===== config.mk =====
export PLATFORM = sky130hd
export DESIGN_NAME = map_write_arbiter
export DESIGN_NICKNAME = d
export VERILOG_FILES = /design/src/rtl/map_write_arbiter.sv
export SDC_FILE = /design/constraint.sdc
export NUM_CORES = 1
export LEC_CHECK = 0
export ABC_AREA = 1
export CORE_ASPECT_RATIO = 1.5
export CORE_MARGIN = 2
export CORE_UTILIZATION = 50
export CTS_CLUSTER_SIZE = 28
export DETAILED_ROUTE_END_ITERATION = 10
export PLACE_DENSITY = 0.8
export SLEW_MARGIN = 15
export SYNTH_ARGS = -nofsm -noshare
export SYNTH_HDL_FRONTEND = slang
export SYNTH_SLANG_ARGS = --single-unit

===== constraint.sdc =====
create_clock -name CLK -period 3.1 [get_ports CLK]
set_input_delay 0.465 -clock CLK [delete_from_list [all_inputs] [get_ports CLK]]
set_output_delay 0.465 -clock CLK [all_outputs]
set_load 0.01 [all_outputs]

===== src/rtl/map_write_arbiter.sv =====
// map_write_arbiter: shares the single tile-map write port between buffered
// host writes, the engine req/grant port and the full-map clear sweeper.
// Optional build macro MAP_ARB_STATS_EN adds a saturating dropped-write counter.
module map_write_arbiter #(
  parameter int ADDR_W          = 8,
  parameter int DATA_W          = 8,
  parameter int MAP_SIZE        = 256,
  parameter int HOST_FIFO_DEPTH = 4
) (
  input  logic                                 CLK,
  input  logic                                 RESET,
  input  logic                                 HOST_WE,
  input  logic [ADDR_W-1:0]                    HOST_ADDR,
  input  logic [DATA_W-1:0]                    HOST_DATA,
  input  logic                                 ENG_REQ,
  input  logic [ADDR_W-1:0]                    ENG_ADDR,
  input  logic [DATA_W-1:0]                    ENG_DATA,
  output logic                                 ENG_GNT,
  input  logic                                 CLR_START,
  input  logic [DATA_W-1:0]                    CLR_DATA,
  output logic                                 CLR_BUSY,
  input  logic                                 OVF_CLR,
  output logic                                 HOST_OVF,
  output logic [$clog2(HOST_FIFO_DEPTH):0]     FIFO_LEVEL,
  output logic [15:0]                          DROP_CNT,
  output logic                                 MAP_WE,
  output logic [ADDR_W-1:0]                    MAP_ADDR,
  output logic [DATA_W-1:0]                    MAP_DATA
);
  localparam int PTR_W = $clog2(HOST_FIFO_DEPTH);
  localparam int LVL_W = PTR_W + 1;
  localparam int CNT_W = ADDR_W + 1;  // one spare bit so MAP_SIZE == 2**ADDR_W never wraps

  typedef enum logic {IDLE, CLEAR} state_t;

  typedef struct packed {
    logic [ADDR_W-1:0] addr;
    logic [DATA_W-1:0] data;
  } wr_t;

  state_t                      state_q, state_d;
  wr_t [HOST_FIFO_DEPTH-1:0]   fifo_mem_q, fifo_mem_d;
  logic [PTR_W-1:0]            wr_ptr_q, wr_ptr_d, rd_ptr_q, rd_ptr_d;
  logic [LVL_W-1:0]            level_q, level_d;
  logic                        last_eng_q, last_eng_d;
  logic                        eng_gnt_q, eng_gnt_d;
  logic                        map_we_q, map_we_d;
  logic [ADDR_W-1:0]           map_addr_q, map_addr_d;
  logic [DATA_W-1:0]           map_data_q, map_data_d;
  logic                        clr_busy_q, clr_busy_d;
  logic [CNT_W-1:0]            clr_cnt_q, clr_cnt_d;
  logic [DATA_W-1:0]           fill_q, fill_d;
  logic                        ovf_q, ovf_d;

  logic host_vld, eng_vld, full, pop, push, drop;

  // Arbitration, clear sweep and host FIFO bookkeeping for the next edge.
  always_comb begin
    state_d    = state_q;
    fifo_mem_d = fifo_mem_q;
    wr_ptr_d   = wr_ptr_q;
    rd_ptr_d   = rd_ptr_q;
    level_d    = level_q;
    last_eng_d = last_eng_q;
    eng_gnt_d  = 1'b0;
    map_we_d   = 1'b0;
    map_addr_d = map_addr_q;
    map_data_d = map_data_q;
    clr_busy_d = clr_busy_q;
    clr_cnt_d  = clr_cnt_q;
    fill_d     = fill_q;
    pop        = 1'b0;

    host_vld = (level_q != '0);
    // The engine still holds REQ during its grant cycle; ignore it there.
    eng_vld  = ENG_REQ && !eng_gnt_q;

    case (state_q)
      IDLE: begin
        if (CLR_START) begin
          state_d    = CLEAR;
          fill_d     = CLR_DATA;
          clr_cnt_d  = '0;
          clr_busy_d = 1'b1;
        end else if (host_vld && (!eng_vld || last_eng_q)) begin
          pop        = 1'b1;
          map_we_d   = 1'b1;
          map_addr_d = fifo_mem_q[rd_ptr_q].addr;
          map_data_d = fifo_mem_q[rd_ptr_q].data;
          last_eng_d = 1'b0;
        end else if (eng_vld) begin
          eng_gnt_d  = 1'b1;
          map_we_d   = 1'b1;
          map_addr_d = ENG_ADDR;
          map_data_d = ENG_DATA;
          last_eng_d = 1'b1;
        end
      end
      CLEAR: begin
        map_we_d   = 1'b1;
        map_addr_d = clr_cnt_q[ADDR_W-1:0];
        map_data_d = fill_q;
        clr_cnt_d  = clr_cnt_q + 1'b1;
        if (clr_cnt_q == CNT_W'(MAP_SIZE - 1)) begin
          state_d    = IDLE;
          clr_busy_d = 1'b0;
        end
      end
      default: state_d = IDLE;
    endcase

    // A pop on the same edge frees the slot a full-FIFO push needs.
    full = (level_q == LVL_W'(HOST_FIFO_DEPTH));
    push = HOST_WE && (!full || pop);
    drop = HOST_WE && full && !pop;

    if (push) begin
      fifo_mem_d[wr_ptr_q] = '{addr: HOST_ADDR, data: HOST_DATA};
      wr_ptr_d             = wr_ptr_q + 1'b1;
    end
    if (pop) rd_ptr_d = rd_ptr_q + 1'b1;
    level_d = level_q + {{(LVL_W-1){1'b0}}, push} - {{(LVL_W-1){1'b0}}, pop};

    // Sticky overflow; a new drop beats a simultaneous clear.
    ovf_d = drop ? 1'b1 : (OVF_CLR ? 1'b0 : ovf_q);
  end

  // Control and output registers; reset also empties the FIFO and aborts a clear.
  always_ff @(posedge CLK) begin
    if (RESET) begin
      state_q    <= IDLE;
      wr_ptr_q   <= '0;
      rd_ptr_q   <= '0;
      level_q    <= '0;
      last_eng_q <= 1'b1;
      eng_gnt_q  <= 1'b0;
      map_we_q   <= 1'b0;
      map_addr_q <= '0;
      map_data_q <= '0;
      clr_busy_q <= 1'b0;
      clr_cnt_q  <= '0;
      fill_q     <= '0;
      ovf_q      <= 1'b0;
    end else begin
      state_q    <= state_d;
      wr_ptr_q   <= wr_ptr_d;
      rd_ptr_q   <= rd_ptr_d;
      level_q    <= level_d;
      last_eng_q <= last_eng_d;
      eng_gnt_q  <= eng_gnt_d;
      map_we_q   <= map_we_d;
      map_addr_q <= map_addr_d;
      map_data_q <= map_data_d;
      clr_busy_q <= clr_busy_d;
      clr_cnt_q  <= clr_cnt_d;
      fill_q     <= fill_d;
      ovf_q      <= ovf_d;
    end
  end

  // FIFO storage needs no reset; the pointers define what is valid.
  always_ff @(posedge CLK) begin
    fifo_mem_q <= fifo_mem_d;
  end

`ifdef MAP_ARB_STATS_EN
  logic [15:0] drop_cnt_q, drop_cnt_d;

  // Saturating drop counter; OVF_CLR restarts it, counting a coincident drop.
  always_comb begin
    drop_cnt_d = drop_cnt_q;
    if (OVF_CLR)                        drop_cnt_d = {15'd0, drop};
    else if (drop && drop_cnt_q != '1)  drop_cnt_d = drop_cnt_q + 16'd1;
  end

  // Drop counter register.
  always_ff @(posedge CLK) begin
    if (RESET) drop_cnt_q <= '0;
    else       drop_cnt_q <= drop_cnt_d;
  end

  assign DROP_CNT = drop_cnt_q;
`else
  assign DROP_CNT = '0;
`endif

  assign ENG_GNT    = eng_gnt_q;
  assign CLR_BUSY   = clr_busy_q;
  assign HOST_OVF   = ovf_q;
  assign FIFO_LEVEL = level_q;
  assign MAP_WE     = map_we_q;
  assign MAP_ADDR   = map_addr_q;
  assign MAP_DATA   = map_data_q;
endmodule


==> flow_summary.ini <==
[outcome]
outcome = finished clean

[sta]
worstMarginPinSlew_ns = 0.5936
maxSlewViolCount = 0
max-slew-margin-rel_pct = 60.38
hold_viol = 0
rsz0062_at_grt = no
min_period_ns = 2.452
skew_ns = 0.006040
fmax_mhz = 407.8
min_period_over_period_pct = 79.10
hold_slack_ns = 0.4695
tns_ns = 0
worst_slack_ns = 0.6480
setup_viol = 0

[synth]
synth_edf_count = 64
postSynthAreaPerCell_sq_um = 8.789
synth_top_area_cell = edfxtp_1
ys_seq_area_share_pct = 57.14
synth_cells = 566
ys_ff_latch = 110
yosysMostFrequentCell = nand2_1
ys_types = 36
post_synth_instance_area_sq_um = 4975
yosys_most_used_dff = edfxtp_1
yosys-top-cells-area = edfxtp_1, dfxtp_1, nand2_1
ys_warn_count = 0
ys_top_cells_by_count = nand2_1, nor2_1, edfxtp_1, dfxtp_1, inv_1
ys_async_sr_fraction_pct = 0
yosysTopAreaCellShare_pct = 38.63

[worst_setup_path]
path_buf_inv = 4
path_max_fanout = 15
cpMaxStageDelayCell = clkdlybuf4s50_1
critPathTopFamily = adder cells
regToRegSetupSlack_ns = 0.74
max_stage_delay_ns = 0.44
critPathCapture = FIFO_LEVEL[2]$_SDFF_PP0_
crit_path_frequent_cell = nand2_2
worstPathArrival_ns = 2.74
criticalPathCategory = in2reg
rr_worst_depth = 14
path_cells = clkdlybuf4s50_1 > nand3_1 > nand2_4 > inv_2 > nand2_2 > nand2_2 > nand2_2 > ha_1 > inv_1 > ha_1 > fa_1 > inv_1 > o21ai_0 > a21oi_1
path_depth = 14
startpoint_type = input pin
crit_path_end_kind = flip-flop
r2r_end = FIFO_LEVEL[2]$_SDFF_PP0_
crit_required_ns = 3.39
crit_path_start = ENG_REQ
r2r_start = FIFO_LEVEL[1]$_SDFF_PP0_

[run]
maxCapViolCount = 0

[drt]
routed_wl_microns = 10740
detail_route.first_pass.iterations = 5
viasPerCell = 5.111
wl_per_cell_microns = 14.30
final_antenna_net_count = 0
drtIter0Drc = 245
routed.top_layer = met4
vias = 3838
drcViolationCount = 0
met2WireLength_microns = 5716
drt-met1-wl_microns = 4112
dr_wl_met3_microns = 495

[floorplan]
start_util_pct = 51.34
fp.dieW_microns = 85.45
die_h_microns = 126.2
num_rows = 44
io_pins = 85
core_area_sq_um = 9689
fp.dieArea_sq_um = 10780

[clocking]
cts_tree = built
cts_buffers = 9
clkLatencyLatePin_ns = 0.35
cts.clk_slew.worst_paths_ns = 0.07
ctsResizeCount = 0
root_buffer = clkbuf_16
htree_levels = 3
cts_setup_buffers = 0
clock-sinks = 110
ctsHoldBuffers = 0
clk_path_buf_depth = 2

[place]
pre_cts_ws_ns = 0.2891
gp_congestion = 0.8294
dp.cells = 735
hpwl_microns = 7571
numPortBuffers = 68
place_area_sq_um = 5650

[grt]
grt_max_degree = 34
antenna_found_initial = 0
gr-total-overflow = 0
grt_pass1_vias = 3804
grt.total_usage_pct = 20.52
grt_pass1_wl_microns = 17180

[worst_hold_path]
min_path_type = reg2reg
min_path_cells = 2

[pwr]
irDropWorstVdd_uv = 448.5
power_density_nw_per_um2 = 691.5
power.leakage_nw = 2.458

[layout]
layout.cells.non_filler = 751
diodes = 0
fin_nets = 686
drive_gt1_share_pct = 7.862
final_area_sq_um = 5926
area_delta_synth_final_pct = 19.11
## kinds of logic after synthesis
family | count (synthesis) | synth area share [%]
AOI/OAI and AO/OA | 60 | 6.388
DFF | 110 | 57.14
buffers and inverters | 87 | 9.255
adders and majority gates | 9 | 2.415
xor gates and xnor gates | 1 | 0.1761
and+or+nand+nor | 298 | 24.55
other | 1 | 0.07538
## layer usage
layer,up-vias,track usage [%]
met2,138,36.99
met4,0,13.54
met3,31,2.687
met5,-,0
li1,1900,-
met1,1769,21.88
## final cells by class
class	count	area (sq um)
clock buffer	10	229.0
inverter	49	187.7
clock inverter	6	46.29
timing repair buffer	77	748.2
sequential	110	2843
multi-input combinational	384	1728
fill	821	3764
tap	115	143.9
## power breakdown
part           switching (mW)  total (mW)  internal, mW
clock network           0.520        1.07         0.551
logic                   0.741        1.20         0.457
registers               0.101        1.83          1.73
total                    1.36        4.10          2.74
## flip-flops by register name (all words and copies together) (netlist names)
name,flops
CLR_BUSY,1
ENG_GNT,1
FIFO_LEVEL,3
HOST_OVF,1
MAP_ADDR,8
MAP_DATA,8
MAP_WE,1
clr_cnt_q,9
fifo_mem_q,64
fill_q,8
last_eng_q,1
rd_ptr_q,2
state_q,1
wr_ptr_q,2
## worst register-to-register path, delay by kind of cell, from the launching register on
family / cells / cell delay (ns)
adders and majority gates: 3 / 0.83
and+or+nand+nor: 6 / 0.55
DFF: 1 / 0.45
buffers and inverters: 3 / 0.23
AOI/OAI and AO/OA: 2 / 0.23
## how the worst min path moves through the flow
stage,endpoint,slack (ns),start
after floorplan,clr_cnt_q[8]$_SDFFE_PP0P_,0.43,clr_cnt_q[8]$_SDFFE_PP0P_
after global placement,clr_cnt_q[8]$_SDFFE_PP0P_,0.44,clr_cnt_q[8]$_SDFFE_PP0P_
after detailed placement,clr_cnt_q[8]$_SDFFE_PP0P_,0.45,clr_cnt_q[8]$_SDFFE_PP0P_
after CTS,clr_cnt_q[8]$_SDFFE_PP0P_,0.47,clr_cnt_q[8]$_SDFFE_PP0P_
after global routing,HOST_OVF$_SDFFE_PP0P_,0.50,HOST_OVF$_SDFFE_PP0P_
final,clr_cnt_q[8]$_SDFFE_PP0P_,0.47,clr_cnt_q[8]$_SDFFE_PP0P_
## stage by stage
| stage | power (mW) | utilization [%] |
|---|---|---|
| 6_report | 4.098 | 61.16 |
| 5_1_grt | 4.331 | 61.16 |
| 4_1_cts | 4.119 | 61.16 |
| 3_5_place_dp | 3.056 | 58.32 |
| 3_3_place_gp | 3.010 | 58.32 |
| 2_1_floorplan | 2.706 | - |
## placed cells by master (no fill, tap or decap), types with 3 or more instances in the layout
cell type and count:
nand2_2 13, ha_1 8, nand2_1 158, o21ai_1 18, buf_4 9, clkdlybuf4s50_1 68
clkinv_2 3, inv_1 43, conb_1 16, nand3_1 12, a211oi_1 3, nand4_1 3
clkbuf_16 9, nor2_1 102, edfxtp_1 64, inv_2 4, a21oi_1 17, dfxtp_1 46
o21ai_0 19
No activity file was read; power rests on OpenSTA's default activity.
